File: src/rtl/keccak_block_feeder_pkg.sv
`default_nettype none
// ============================================================================
//  Module      : keccak_block_feeder_pkg
//  Description : Shared widths, block size default and feeder state encoding.
//  Revision    : 1.0 - initial release
// ============================================================================
package keccak_block_feeder_pkg;

    localparam int KT_WORD_W      = 32;
    localparam int KT_CNT_W       = 6;
    localparam int KT_BLOCK_WORDS = 18;

    typedef enum logic [1:0] {
        ST_FILL  = 2'd0,
        ST_START = 2'd1,
        ST_WAIT  = 2'd2,
        ST_SEND  = 2'd3
    } feeder_state_e;

endpackage : keccak_block_feeder_pkg
`default_nettype wire

File: src/rtl/keccak_word_buf.sv
`default_nettype none
// ============================================================================
//  Module      : keccak_word_buf
//  Description : DEPTH x WORD_W register array, one write port, async read.
//  Revision    : 1.0 - initial release
// ============================================================================
module keccak_word_buf #(
    parameter int DEPTH  = 18,
    parameter int WORD_W = 32,
    parameter int ADDR_W = 6
) (
    input  logic              clk,
    input  logic              wr_en,
    input  logic [ADDR_W-1:0] wr_addr,
    input  logic [WORD_W-1:0] wr_data,
    input  logic [ADDR_W-1:0] rd_addr,
    output logic [WORD_W-1:0] rd_data
);

    logic [WORD_W-1:0] mem [DEPTH];

    // Contents are don't-care after reset, so the array carries no reset.
    for (genvar g = 0; g < DEPTH; g++) begin : g_word
        always_ff @(posedge clk) begin
            if (wr_en && (wr_addr == ADDR_W'(g))) begin
                mem[g] <= wr_data;
            end
        end
    end

    always_comb begin
        rd_data = '0;
        for (int i = 0; i < DEPTH; i++) begin
            if (rd_addr == ADDR_W'(i)) begin
                rd_data = mem[i];
            end
        end
    end

endmodule : keccak_word_buf
`default_nettype wire

File: src/rtl/keccak_block_feeder.sv
`default_nettype none
// ============================================================================
//  Module      : keccak_block_feeder
//  Description : Collects message words into rate-sized blocks and feeds them
//                to the Keccak hash top in block mode.
//  Revision    : 1.0 - initial release
// ============================================================================
module keccak_block_feeder
    import keccak_block_feeder_pkg::*;
#(
    parameter int BLOCK_WORDS = KT_BLOCK_WORDS
) (
    input  logic                 clk,
    input  logic                 reset,
    input  logic [KT_WORD_W-1:0] s_word,
    input  logic                 s_valid,
    input  logic                 s_last,
    output logic                 s_ready,
    input  logic                 kt_busy,
    input  logic                 kt_buffer_full,
    output logic                 kt_mode_block,
    output logic                 kt_start_block,
    output logic [KT_CNT_W-1:0]  kt_words_in_block,
    output logic [KT_WORD_W-1:0] kt_block_word,
    output logic                 kt_block_word_valid,
    output logic                 kt_block_last,
    output logic                 msg_done
);

    localparam logic [KT_CNT_W-1:0] C_FULL_CNT = KT_CNT_W'(BLOCK_WORDS);
    localparam logic [KT_CNT_W-1:0] C_ONE      = KT_CNT_W'(1);

    feeder_state_e         state_q, state_d;
    logic [KT_CNT_W-1:0]   cnt_q, cnt_d;
    logic [KT_CNT_W-1:0]   rd_ptr_q, rd_ptr_d;
    logic                  last_flag_q, last_flag_d;
    logic                  msg_done_q, msg_done_d;

    logic                  buf_wr_en;
    logic [KT_WORD_W-1:0]  buf_rd_data;
    logic                  rd_at_end;

    keccak_word_buf #(
        .DEPTH  (BLOCK_WORDS),
        .WORD_W (KT_WORD_W),
        .ADDR_W (KT_CNT_W)
    ) u_word_buf (
        .clk     (clk),
        .wr_en   (buf_wr_en),
        .wr_addr (cnt_q),
        .wr_data (s_word),
        .rd_addr (rd_ptr_q),
        .rd_data (buf_rd_data)
    );

    assign rd_at_end = (rd_ptr_q == (cnt_q - C_ONE));
    assign msg_done  = msg_done_q;

    always_ff @(posedge clk or posedge reset) begin
        if (reset) begin
            state_q     <= ST_FILL;
            cnt_q       <= '0;
            rd_ptr_q    <= '0;
            last_flag_q <= 1'b0;
            msg_done_q  <= 1'b0;
        end else begin
            state_q     <= state_d;
            cnt_q       <= cnt_d;
            rd_ptr_q    <= rd_ptr_d;
            last_flag_q <= last_flag_d;
            msg_done_q  <= msg_done_d;
        end
    end

    always_comb begin
        state_d             = state_q;
        cnt_d               = cnt_q;
        rd_ptr_d            = rd_ptr_q;
        last_flag_d         = last_flag_q;
        msg_done_d          = 1'b0;
        buf_wr_en           = 1'b0;
        s_ready             = 1'b0;
        kt_mode_block       = 1'b0;
        kt_start_block      = 1'b0;
        kt_words_in_block   = '0;
        kt_block_word       = '0;
        kt_block_word_valid = 1'b0;
        kt_block_last       = 1'b0;

        case (state_q)
            ST_FILL: begin
                s_ready   = 1'b1;
                buf_wr_en = s_valid;
                if (s_valid) begin
                    cnt_d = cnt_q + C_ONE;
                    if (s_last) begin
                        last_flag_d = 1'b1;
                    end
                    if (s_last || ((cnt_q + C_ONE) == C_FULL_CNT)) begin
                        state_d = ST_START;
                    end
                end
            end

            ST_START: begin
                kt_mode_block     = 1'b1;
                kt_words_in_block = cnt_q;
                kt_start_block    = !kt_busy && !kt_buffer_full;
                if (kt_start_block) begin
                    state_d = ST_WAIT;
                end
            end

            ST_WAIT: begin
                kt_mode_block     = 1'b1;
                kt_words_in_block = cnt_q;
                if (kt_busy) begin
                    state_d  = ST_SEND;
                    rd_ptr_d = '0;
                end
            end

            ST_SEND: begin
                kt_mode_block       = 1'b1;
                kt_words_in_block   = cnt_q;
                kt_block_word_valid = 1'b1;
                kt_block_word       = buf_rd_data;
                kt_block_last       = last_flag_q && rd_at_end;
                // A word is only taken while the hash top is absorbing and has room.
                if (kt_busy && !kt_buffer_full) begin
                    if (rd_at_end) begin
                        state_d  = ST_FILL;
                        cnt_d    = '0;
                        rd_ptr_d = '0;
                        if (last_flag_q) begin
                            msg_done_d  = 1'b1;
                            last_flag_d = 1'b0;
                        end
                    end else begin
                        rd_ptr_d = rd_ptr_q + C_ONE;
                    end
                end
            end

            default: begin
                state_d = ST_FILL;
            end
        endcase
    end

endmodule : keccak_block_feeder
`default_nettype wire

File: config.mk
export PLATFORM = sky130hd
export DESIGN_NAME = keccak_block_feeder
export DESIGN_NICKNAME = d
export VERILOG_FILES = /design/src/rtl/keccak_block_feeder_pkg.sv /design/src/rtl/keccak_word_buf.sv /design/src/rtl/keccak_block_feeder.sv
export SDC_FILE = /design/constraint.sdc
export NUM_CORES = 1
export LEC_CHECK = 0
export BUFFER_PORTS_ARGS = -buffer_cell sky130_fd_sc_hd__buf_2
export CAP_MARGIN = 25
export CORE_ASPECT_RATIO = 1.75
export CORE_MARGIN = 2
export CORE_UTILIZATION = 35
export DETAILED_ROUTE_END_ITERATION = 7
export GPL_ROUTABILITY_DRIVEN = 0
export PLACE_DENSITY = 0.47
export SYNTH_ARGS = -nofsm -noshare
export SYNTH_HDL_FRONTEND = slang
export SYNTH_HIERARCHICAL = 1
export SYNTH_SLANG_ARGS = --single-unit
File: constraint.sdc
create_clock -name clk -period 4.82 [get_ports clk]
set_input_delay 0 -clock clk [delete_from_list [all_inputs] [get_ports clk]]
set_output_delay 0 -clock clk [all_outputs]
set_load 0.02 [all_outputs]
==> results of run 1 <==
-- what timing repair did --
item	in CTS	in global routing
setup buffers	0	0
hold buffers	40	0
hold endpoints to repair	607	0
-- per-layer routing --
layer	wire, µm	share of wire [%]
met1	32100	39
met2	43200	52
met3	4540	5.5
met4	3250	3.9
met5	0	0
-- sequential cells by signal, indices dropped and copies added, names as in the netlist --
register and count:
last_flag_q 1, cnt_q 6, rd_ptr_q 6, state_q 2
msg_done 1, u_word_buf/mem 576
-- power groups by stage --
stage	Sequential (mW)	Combinational (mW)	Clock, mW
global route	5.91	3.77	4.55
floorplan	5.86	2.30	0
global placement	6.00	3.51	0
finish	5.89	3.54	4.29
CTS	5.89	3.58	4.38
detailed placement	6.00	3.54	0
-- cells by family (layout without fill, tap and decap cells) --
family,count (synthesis),in the layout,share of synthesized area (%)
AND/OR/NAND/NOR,361,361,7.41
flip-flops,592,592,71.5
adder cells (fa/ha/maj),8,8,0.404
multiplexers,117,117,5.45
buffers and inverters,123,311,2.48
XOR/XNOR,11,11,0.389
AO/OA/AOI/OAI,454,454,12.4
-- metrics by stage --
| stage | area [µm²] | utilization, % | std cells |
|---|---|---|---|
| detailed placement | 26500 | 37.6 | 2628 |
| global placement | 26500 | 37.6 | 2627 |
| global route | 28600 | 40.7 | 2771 |
| CTS | 28600 | 40.7 | 2771 |
| finish | 28600 | 40.7 | 2771 |
| floorplan | 24800 | - | 1666 |
-- critical path: cells and delay by family (launching register included) --
| family | cells | cell delay, ps |
|---|---|---|
| simple gates | 3 | 1830 |
| compound gates | 4 | 850 |
| flops | 1 | 660 |
| buf+inv | 1 | 160 |
-- area by class of cell --
class	instances	area share (%)
Clock buffer	79	5.35
Clock inverter	24	0.682
Inverter	13	0.171
Multi-Input combinational cell	951	23.0
Sequential cell	592	61.9
Tap cell	917	4.01
Timing Repair Buffer	195	4.86
-- path summary, 6_finish.rpt --
check	end	cells past startpoint	slack, ps	startpoint
max	kt_block_word[15]	8	670	rd_ptr_q[3]
min	cnt_q[5]	3	70	reset
max reg2reg	u_word_buf/mem[7][12]	8	1130	state_q[0]
min reg2reg	msg_done	2	570	last_flag_q
max in group asynchronous	rd_ptr_q[1]	3	4170	reset
min in group clk	u_word_buf/mem[17][31]	2	320	s_word[31]
-- placed cells by master (no fill, tap or decap), types with 11 or more instances in the layout --
cell	count
o2111ai_1	11
dlygate4sd3_1	40
clkbuf_16	58
a21o_1	14
o22ai_1	48
nor2_4	18
mux4_2	11
nand2_1	85
and2_1	34
a22oi_1	44
nor3_1	12
a211oi_1	17
clkinv_1	14
nand3_1	22
nor2b_1	21
buf_4	71
inv_1	12
o21ai_0	89
mux2_2	31
mux2i_1	74
o221ai_1	13
clkbuf_1	21
nor2_1	93
dfrtp_1	14
a31oi_1	13
o21ai_1	14
edfxtp_1	576
a221oi_1	19
buf_2	81
a21oi_1	87
==> results_dict.tcl, run 1 <==
set metrics [dict create \
    outcome "finished, final reports clean" \
    overflow 0 \
    path_class "flip-flop to output pin" \
    slowest_stage "or4_1" \
    finalSetupTns_ps 0 \
    rows 129 \
    cp_max_fo 25 \
    grt_usage_pct 22.7 \
    slowest_delay_ps 910 \
    grt_first_pass_wirelength_um 117000 \
    drive_gt1_share_pct 17.1 \
    internal-power_mw 9.26 \
    postCtsResizedCells 0 \
    cp-end-kind "output pin" \
    ys_warn_count 6 \
    hp-class "primary input to asynchronous set/reset pin" \
    synthArstFlopShare_pct 2.70 \
    tritoncts "built" \
    dp_hpwl_um 50600 \
    htree_levels 2 \
    period_minus_slack_ps 4150 \
    arrival_ps 4150 \
    synth_fp_nets 1712 \
    gr-usage-met2_pct 40.7 \
    drtPass1Iterations 5 \
    fin_skew_ps 23.5 \
    clk_pin_slew_ps 60 \
    tightest_slew_ps 898 \
    period_share_pct 86.0 \
    maxSlewHeadroom_pct 40.0 \
    leakagePower_nw 9.13 \
    antenna_found_initial 1 \
    ys_types 87 \
    finalNetCount 1855 \
    synth_area_um2 24800 \
    synth-seq-area-share_pct 71.5 \
    ant_nets 0 \
    power.switching_mw 4.47 \
    rsz0062_at_grt "false" \
    grtUsageMet1_pct 27.5 \
    die_x_um 205 \
    finalMaxSlewViolations 0 \
    first_iter_violations 1380 \
    max_cap_viol_count 0 \
    yosysTopAreaCellShare_pct 69.9 \
    core_area_um2 70400 \
    multi_input_area_um2 6590 \
    fillCellCount 6634 \
    synth_edf_count 576 \
    die_area_um2 73000 \
    combPwrFrac_pct 25.8 \
    max-clock-path-buffers 3 \
    synth_flop_cell "edfxtp_1" \
    place_ws_ps 1170 \
    powerDensity_nw_per_um2 480 \
    finalPower_mw 13.7 \
    seqPwrFrac_pct 42.9 \
    pwr-share-clk_pct 31.3 \
    fmax_mhz 241 \
    numCtsBuffers 56 \
    setup_viol 0 \
    die_h_um 356 \
    grt_pass1_vias 16100 \
    synth_common_cells "edfxtp_1, nor2_1, o21ai_0" \
    p_sw_share_pct 32.6 \
    clk_latency_ps 640 \
    drt-wirelength-per-cell_um 30.0 \
    irDropWorstVdd_mv 0.281 \
    ios 82 \
    final-seq-area_um2 17700 \
    busiest_layer "met2" \
    numClockSinks 592 \
    fin_hold_ws_ps 65.9 \
    finalWirelength_um 83100 \
    drc 0 \
    crit_path_start_kind "flip-flop" \
    synth.ff_latch_count 592 \
    via_per_inst 5.76 \
    root_buffer "clkbuf_16" \
    synthMostInstantiatedCell "edfxtp_1" \
    synth_top_cell_by_area "edfxtp_1" \
    syn_inst 1666 \
    synth_area_leaders "edfxtp_1, mux2i_1, o21ai_0" \
    cp_cell_sequence "or4_1 > nor2_4 > a2111oi_0 > a31oi_1 > o31ai_1 > a22oi_1 > and2_1 > buf_2" \
    dr_total_vias 16000 \
    worst_slack_ps 674 \
    start_util_pct 35.2 \
    syn_to_final_growth_pct 15.6 \
    cp.required_ps 4820 \
    grt_max_degree 44 \
    grt_use_met3_pct 2.90 \
    n_antenna_cell 0 \
    synth_area_per_cell_um2 14.9 \
    hold_viol 0 \
    io_buffers 81 \
]
No activity file was read; power rests on OpenSTA's default activity.
==> run 2, diff against run 1 <==
--- a/config.mk
+++ b/config.mk
@@ -12,6 +12,7 @@
 export CORE_UTILIZATION = 35
 export DETAILED_ROUTE_END_ITERATION = 7
 export GPL_ROUTABILITY_DRIVEN = 0
+export HOLD_SLACK_MARGIN = 0.05
 export PLACE_DENSITY = 0.47
 export SYNTH_ARGS = -nofsm -noshare
 export SYNTH_HDL_FRONTEND = slang
==> constraint.sdc (replaced) <==
create_clock -name clk -period 5.4 [get_ports clk]
set_input_delay 0 -clock clk [delete_from_list [all_inputs] [get_ports clk]]
set_output_delay 0 -clock clk [all_outputs]
set_load 0.02 [all_outputs]
==> run 2 against run 1 <==
Effect of this change:
- combinational power fell by 13%
- cell count down 0.61%
- total power fell by 10%
- worst hold slack lost 25 ps
- critical path depth did not move
- clock power shrank 8.4%
- worst setup slack improved by 380 ps
==> results_dict.tcl, run 2 (same netlist as run 1, synthesis figures left out) <==
set metrics [dict create \
    setup_viol 0 \
    root_buffer "clkbuf_16" \
    hp-class "primary input to asynchronous set/reset pin" \
    first_iter_violations 1787 \
    drive_gt1_share_pct 17.1 \
    place_inst 2614 \
    ant_nets 0 \
    grt_usage_pct 22.9 \
    numCtsBuffers 56 \
    max-clock-path-buffers 3 \
    max_cap_viol_count 0 \
    start_util_pct 35.2 \
    powerDensity_nw_per_um2 431 \
    leakagePower_nw 9.09 \
    overflow 0 \
    irDropWorstVdd_mv 0.254 \
    fin_skew_ps 21.6 \
    cts_hold_buf 40 \
    postCtsSetupBuffers 0 \
    drc 0 \
    postCtsResizedCells 0 \
    period_share_pct 80.5 \
    dr_total_vias 15900 \
    clk_pin_slew_ps 70 \
    rr_worst_depth 8 \
    layout_commonest_cell "edfxtp_1" \
    finalPower_mw 12.3 \
    die_x_um 205 \
    ios 82 \
    largest_reg_flops 576 \
    finalMaxSlewViolations 0 \
    core_area_um2 70400 \
    tritoncts "built" \
    cp-end-kind "output pin" \
    multi_input_area_um2 6590 \
    cp.required_ps 5400 \
    maxSlewHeadroom_pct 25.5 \
    syn_to_final_growth_pct 15.3 \
    fmax_mhz 230 \
    rows 129 \
    period_minus_slack_ps 4350 \
    final-seq-area_um2 17700 \
    path_class "flip-flop to output pin" \
    crit_path_start_kind "flip-flop" \
    dp_hpwl_um 51700 \
    grt_max_degree 54 \
    clk_latency_ps 630 \
    fillCellCount 6605 \
    antenna_found_initial 1 \
    outcome "finished, final reports clean" \
    top_regs "u_word_buf/mem: 576 flops, cnt_q: 6 flops, rd_ptr_q: 6 flops" \
    numClockSinks 592 \
    io_buffers 81 \
    hold_viol 0 \
    htree_levels 2 \
    final_cells 2754 \
    grt_pass1_vias 15900 \
    layout_common_cells "edfxtp_1, nor2_1, o21ai_0, a21oi_1, nand2_1" \
    die_h_um 356 \
    n_antenna_cell 0 \
    top_register "u_word_buf/mem" \
    drt-wirelength-per-cell_um 30.4 \
    arrival_ps 4350 \
    grt_first_pass_wirelength_um 118000 \
    drtPass1Iterations 8 \
    finalWirelength_um 83700 \
    tightest_slew_ps 1120 \
    via_per_inst 5.79 \
    die_area_um2 73000 \
    finalSetupTns_ps 0 \
    finalNetCount 1841 \
    cp_max_fo 28 \
    rsz0062_at_grt "false" \
]
==> run 2: worst paths after layout <==
kind                        startpoint                      to  slack, ps
max in group asynchronous        reset             rd_ptr_q[1]       4800
max                        rd_ptr_q[2]       kt_block_word[23]       1050
min in group clk               s_valid                cnt_q[4]        310
min reg2reg                last_flag_q                msg_done        570
max reg2reg                 state_q[0]  u_word_buf/mem[15][23]       1730
min                              reset              state_q[1]         40
==> run 2: cell type report <==
class	instances	area share, %
multi-input cells	951	23.1
clock inverters	27	0.947
clock buffers	73	5.27
inverters	13	0.171
repair buffers	181	4.46
well taps	917	4.02
flip-flops and latches	592	62.0
==> run 2: report_power, final <==
group	switching [mW]	total [mW]	internal (mW)
logic	2.05	3.09	1.04
clock network	1.74	3.93	2.19
registers	0.196	5.28	5.09
total	3.98	12.3	8.32
==> run 2: metal layers <==
metal  track usage, %  part of all wire [%]  vias to the layer above  wire (µm)
met5                0                 0.012                        -         10
met4             9.63                   4.4                        2       3710
met3             2.94                   5.6                      155       4660
met2             40.5                    51                      618      42800
met1             28.0                    39                     8313      32500
li1                 -                     -                     6850          -
==> run 2: per-stage QoR <==
step | hold slack, ps | util [%] | instance area, µm² | setup WS [ps]
final | 41.1 | 40.6 | 28500 | 1050
after global routing | 84.0 | 40.6 | 28500 | 881
after CTS | 61.1 | 40.6 | 28500 | 1030
after detailed placement | 173 | 37.5 | 26400 | 1700
after global placement | 157 | 37.4 | 26300 | 1760
after floorplan | -86.3 | - | 24800 | 1070
==> run 2: worst max-delay path: stages (launching register included) <==
cell and delay [ps]:
dfrtp_1 870, or4_1 690, nor2_4 330, a2111oi_0 630, a31oi_1 160, o31ai_1 530, a22oi_1 170, and2_1 190
buf_2 150
==> run 3, diff against run 2 <==
--- a/config.mk
+++ b/config.mk
@@ -13,7 +13,7 @@
 export DETAILED_ROUTE_END_ITERATION = 7
 export GPL_ROUTABILITY_DRIVEN = 0
 export HOLD_SLACK_MARGIN = 0.05
-export PLACE_DENSITY = 0.47
+export PLACE_DENSITY = 0.49
 export SYNTH_ARGS = -nofsm -noshare
 export SYNTH_HDL_FRONTEND = slang
 export SYNTH_HIERARCHICAL = 1
==> constraint.sdc (replaced) <==
create_clock -name clk -period 3.54 [get_ports clk]
set_input_delay 0 -clock clk [delete_from_list [all_inputs] [get_ports clk]]
set_output_delay 0 -clock clk [all_outputs]
set_load 0.02 [all_outputs]
==> run 3 against run 2 <==
Effect of this change:
- critical path depth rose by 1
- register-to-register slack got worse by 1300 ps
- total power rose by 53%
- worst hold slack improved by 40 ps
- sequential cell count did not move
- clock-buffer cell count did not move
- core utilization rose by 1.1 points
- clock skew fell by 11 ps
- critical path type unchanged
- critical endpoint is now kt_block_word[27]
- largest power group unchanged
- highest routed layer is now met4
==> results_dict.tcl, run 3 (same netlist as run 1, synthesis figures left out) <==
set metrics [dict create \
    setup_viol 0 \
    place_inst 2650 \
    fmax_mhz 284 \
    slowest_stage "or4b_1" \
    htree_levels 2 \
    fin_skew_ps 10.8 \
    ant_nets 0 \
    overflow 0 \
    irDropWorstVdd_mv 0.355 \
    grt_max_degree 91 \
    via_per_inst 5.72 \
    outcome "finished, final reports clean" \
    path_buf_inv 4 \
    max-clock-path-buffers 3 \
    clk_pin_slew_ps 70 \
    rsz0062_at_grt "true" \
    powerDensity_nw_per_um2 642 \
    period_minus_slack_ps 3520 \
    finalNetCount 1886 \
    layout_commonest_cell "edfxtp_1" \
    rr_worst_depth 8 \
    grt_usage_pct 22.2 \
    drtPass1Iterations 6 \
    top_register "u_word_buf/mem" \
    cp.required_ps 3540 \
    arrival_ps 3520 \
    finish.instance_area_um2 29300 \
    finalMaxSlewViolations 0 \
    finalSetupTns_ps 0 \
    cp_cell_sequence "buf_4 > or4b_1 > buf_6 > nor2_4 > buf_4 > a21oi_1 > o211ai_1 > and2_1 > buf_2" \
    root_buffer "clkbuf_16" \
    start_util_pct 35.2 \
    first_iter_violations 1532 \
    ios 82 \
    rows 129 \
    crit_cells 9 \
    hold_viol 0 \
    r2r-start "state_q[0]" \
    cp-end-kind "output pin" \
    drc 0 \
    dp_hpwl_um 50100 \
    clk_latency_ps 600 \
    dpl-instance-area_um2 26900 \
    grt_pass1_vias 16300 \
    tightest_slew_ps 938 \
    dr_total_vias 16000 \
    period_share_pct 99.3 \
    path_class "flip-flop to output pin" \
    r2r_end "u_word_buf/mem[15][28]" \
    crit_top_cell "buf_4" \
    slowest_delay_ps 570 \
    syn_to_final_growth_pct 18.3 \
    leakagePower_nw 9.42 \
    core_area_um2 70400 \
    tritoncts "built" \
    cp_max_fo 26 \
    crit_path_start_kind "flip-flop" \
    grt_first_pass_wirelength_um 116000 \
    top_regs "u_word_buf/mem: 576 flops, cnt_q: 6 flops, rd_ptr_q: 6 flops" \
    numCtsBuffers 54 \
    final_cells 2801 \
    drive_gt1_share_pct 19.7 \
    hp-class "primary input to asynchronous set/reset pin" \
    io_buffers 81 \
    cp-startpoint "rd_ptr_q[4]" \
    finalWirelength_um 81400 \
    antenna_found_initial 1 \
    maxSlewHeadroom_pct 37.5 \
    max_cap_viol_count 0 \
    die_area_um2 73000 \
    path_delay_family "simple AND/OR/NAND/NOR gates" \
    die_x_um 205 \
    numClockSinks 592 \
    drt-wirelength-per-cell_um 29.1 \
    die_h_um 356 \
    reg2reg_setup_slack_ps 420 \
    layout_common_cells "edfxtp_1, nor2_1, o21ai_0, a21oi_1, nand2_1" \
    largest_reg_flops 576 \
]
run 3: cell types whose count changed in the layout (fill, tap and decap cells not counted), sizes merged:
cell	previous run	this run
bufinv	5	2
inv	14	16
clkinvlp	1	3
clkbuf	73	74
diode	0	1
clkinv	20	18
buf	141	187
run 3: layout make-up:
| type | count | area (µm²) |
|---|---|---|
| Tap cell | 917 | 1150 |
| Clock buffer | 73 | 1490 |
| Clock inverter | 26 | 193 |
| Timing Repair Buffer | 228 | 1980 |
| Antenna cell | 1 | 2.50 |
| Multi-Input combinational cell | 951 | 6720 |
| Fill cell | 6517 | 41100 |
| Sequential cell | 592 | 17700 |
| Inverter | 13 | 51.3 |
run 3: power by group:
group          leakage (nW)  internal, mW  switching [mW]
combinational          3.23          1.86            3.32
sequential             5.37          7.76           0.196
clock                 0.820          3.11            2.57
run 3: how the worst max path moves through the flow:
stage,endpoint,slack [ps]
finish,kt_block_word[27],20
global route,kt_block_word[23],-20
CTS,kt_block_word[23],-50
detailed placement,kt_block_word[23],340
global placement,kt_block_word[23],340
floorplan,u_word_buf/mem[13][0],60
run 3: layer usage:
metal / vias up / wire length [µm] / GRT usage, %
met5: - / 0 / 0
met4: 0 / 2950 / 8.26
met3: 152 / 3460 / 2.02
met2: 542 / 42500 / 39.7
met1: 8366 / 32500 / 27.8
li1: 6951 / - / -
run 3: timing repair:
item                                    in CTS  in global routing
hold endpoints to repair                   607                  0
pin swaps                                    2                  4
gates cloned                                 0                  1
setup buffers                                2                  8
endpoints found under the setup margin      32                 16
hold buffers                                40                  0
gates resized for setup                     18                 15
run 3: stage by stage:
step	hold slack [ps]	setup slack, ps	total power [mW]	util (%)
2_1_floorplan	-86.3	57.1	11.1	-
3_3_place_gp	164	344	13.1	38.3
3_5_place_dp	190	338	13.1	38.3
4_1_cts	80.3	-54.1	18.8	41.4
5_1_grt	146	-23.2	19.5	41.6
6_report	81.5	23.1	18.8	41.6
run 3: tightest hold or removal path: cells and delay by family:
kind | cells | cell delay (ps)
buf+inv | 3 | 1200
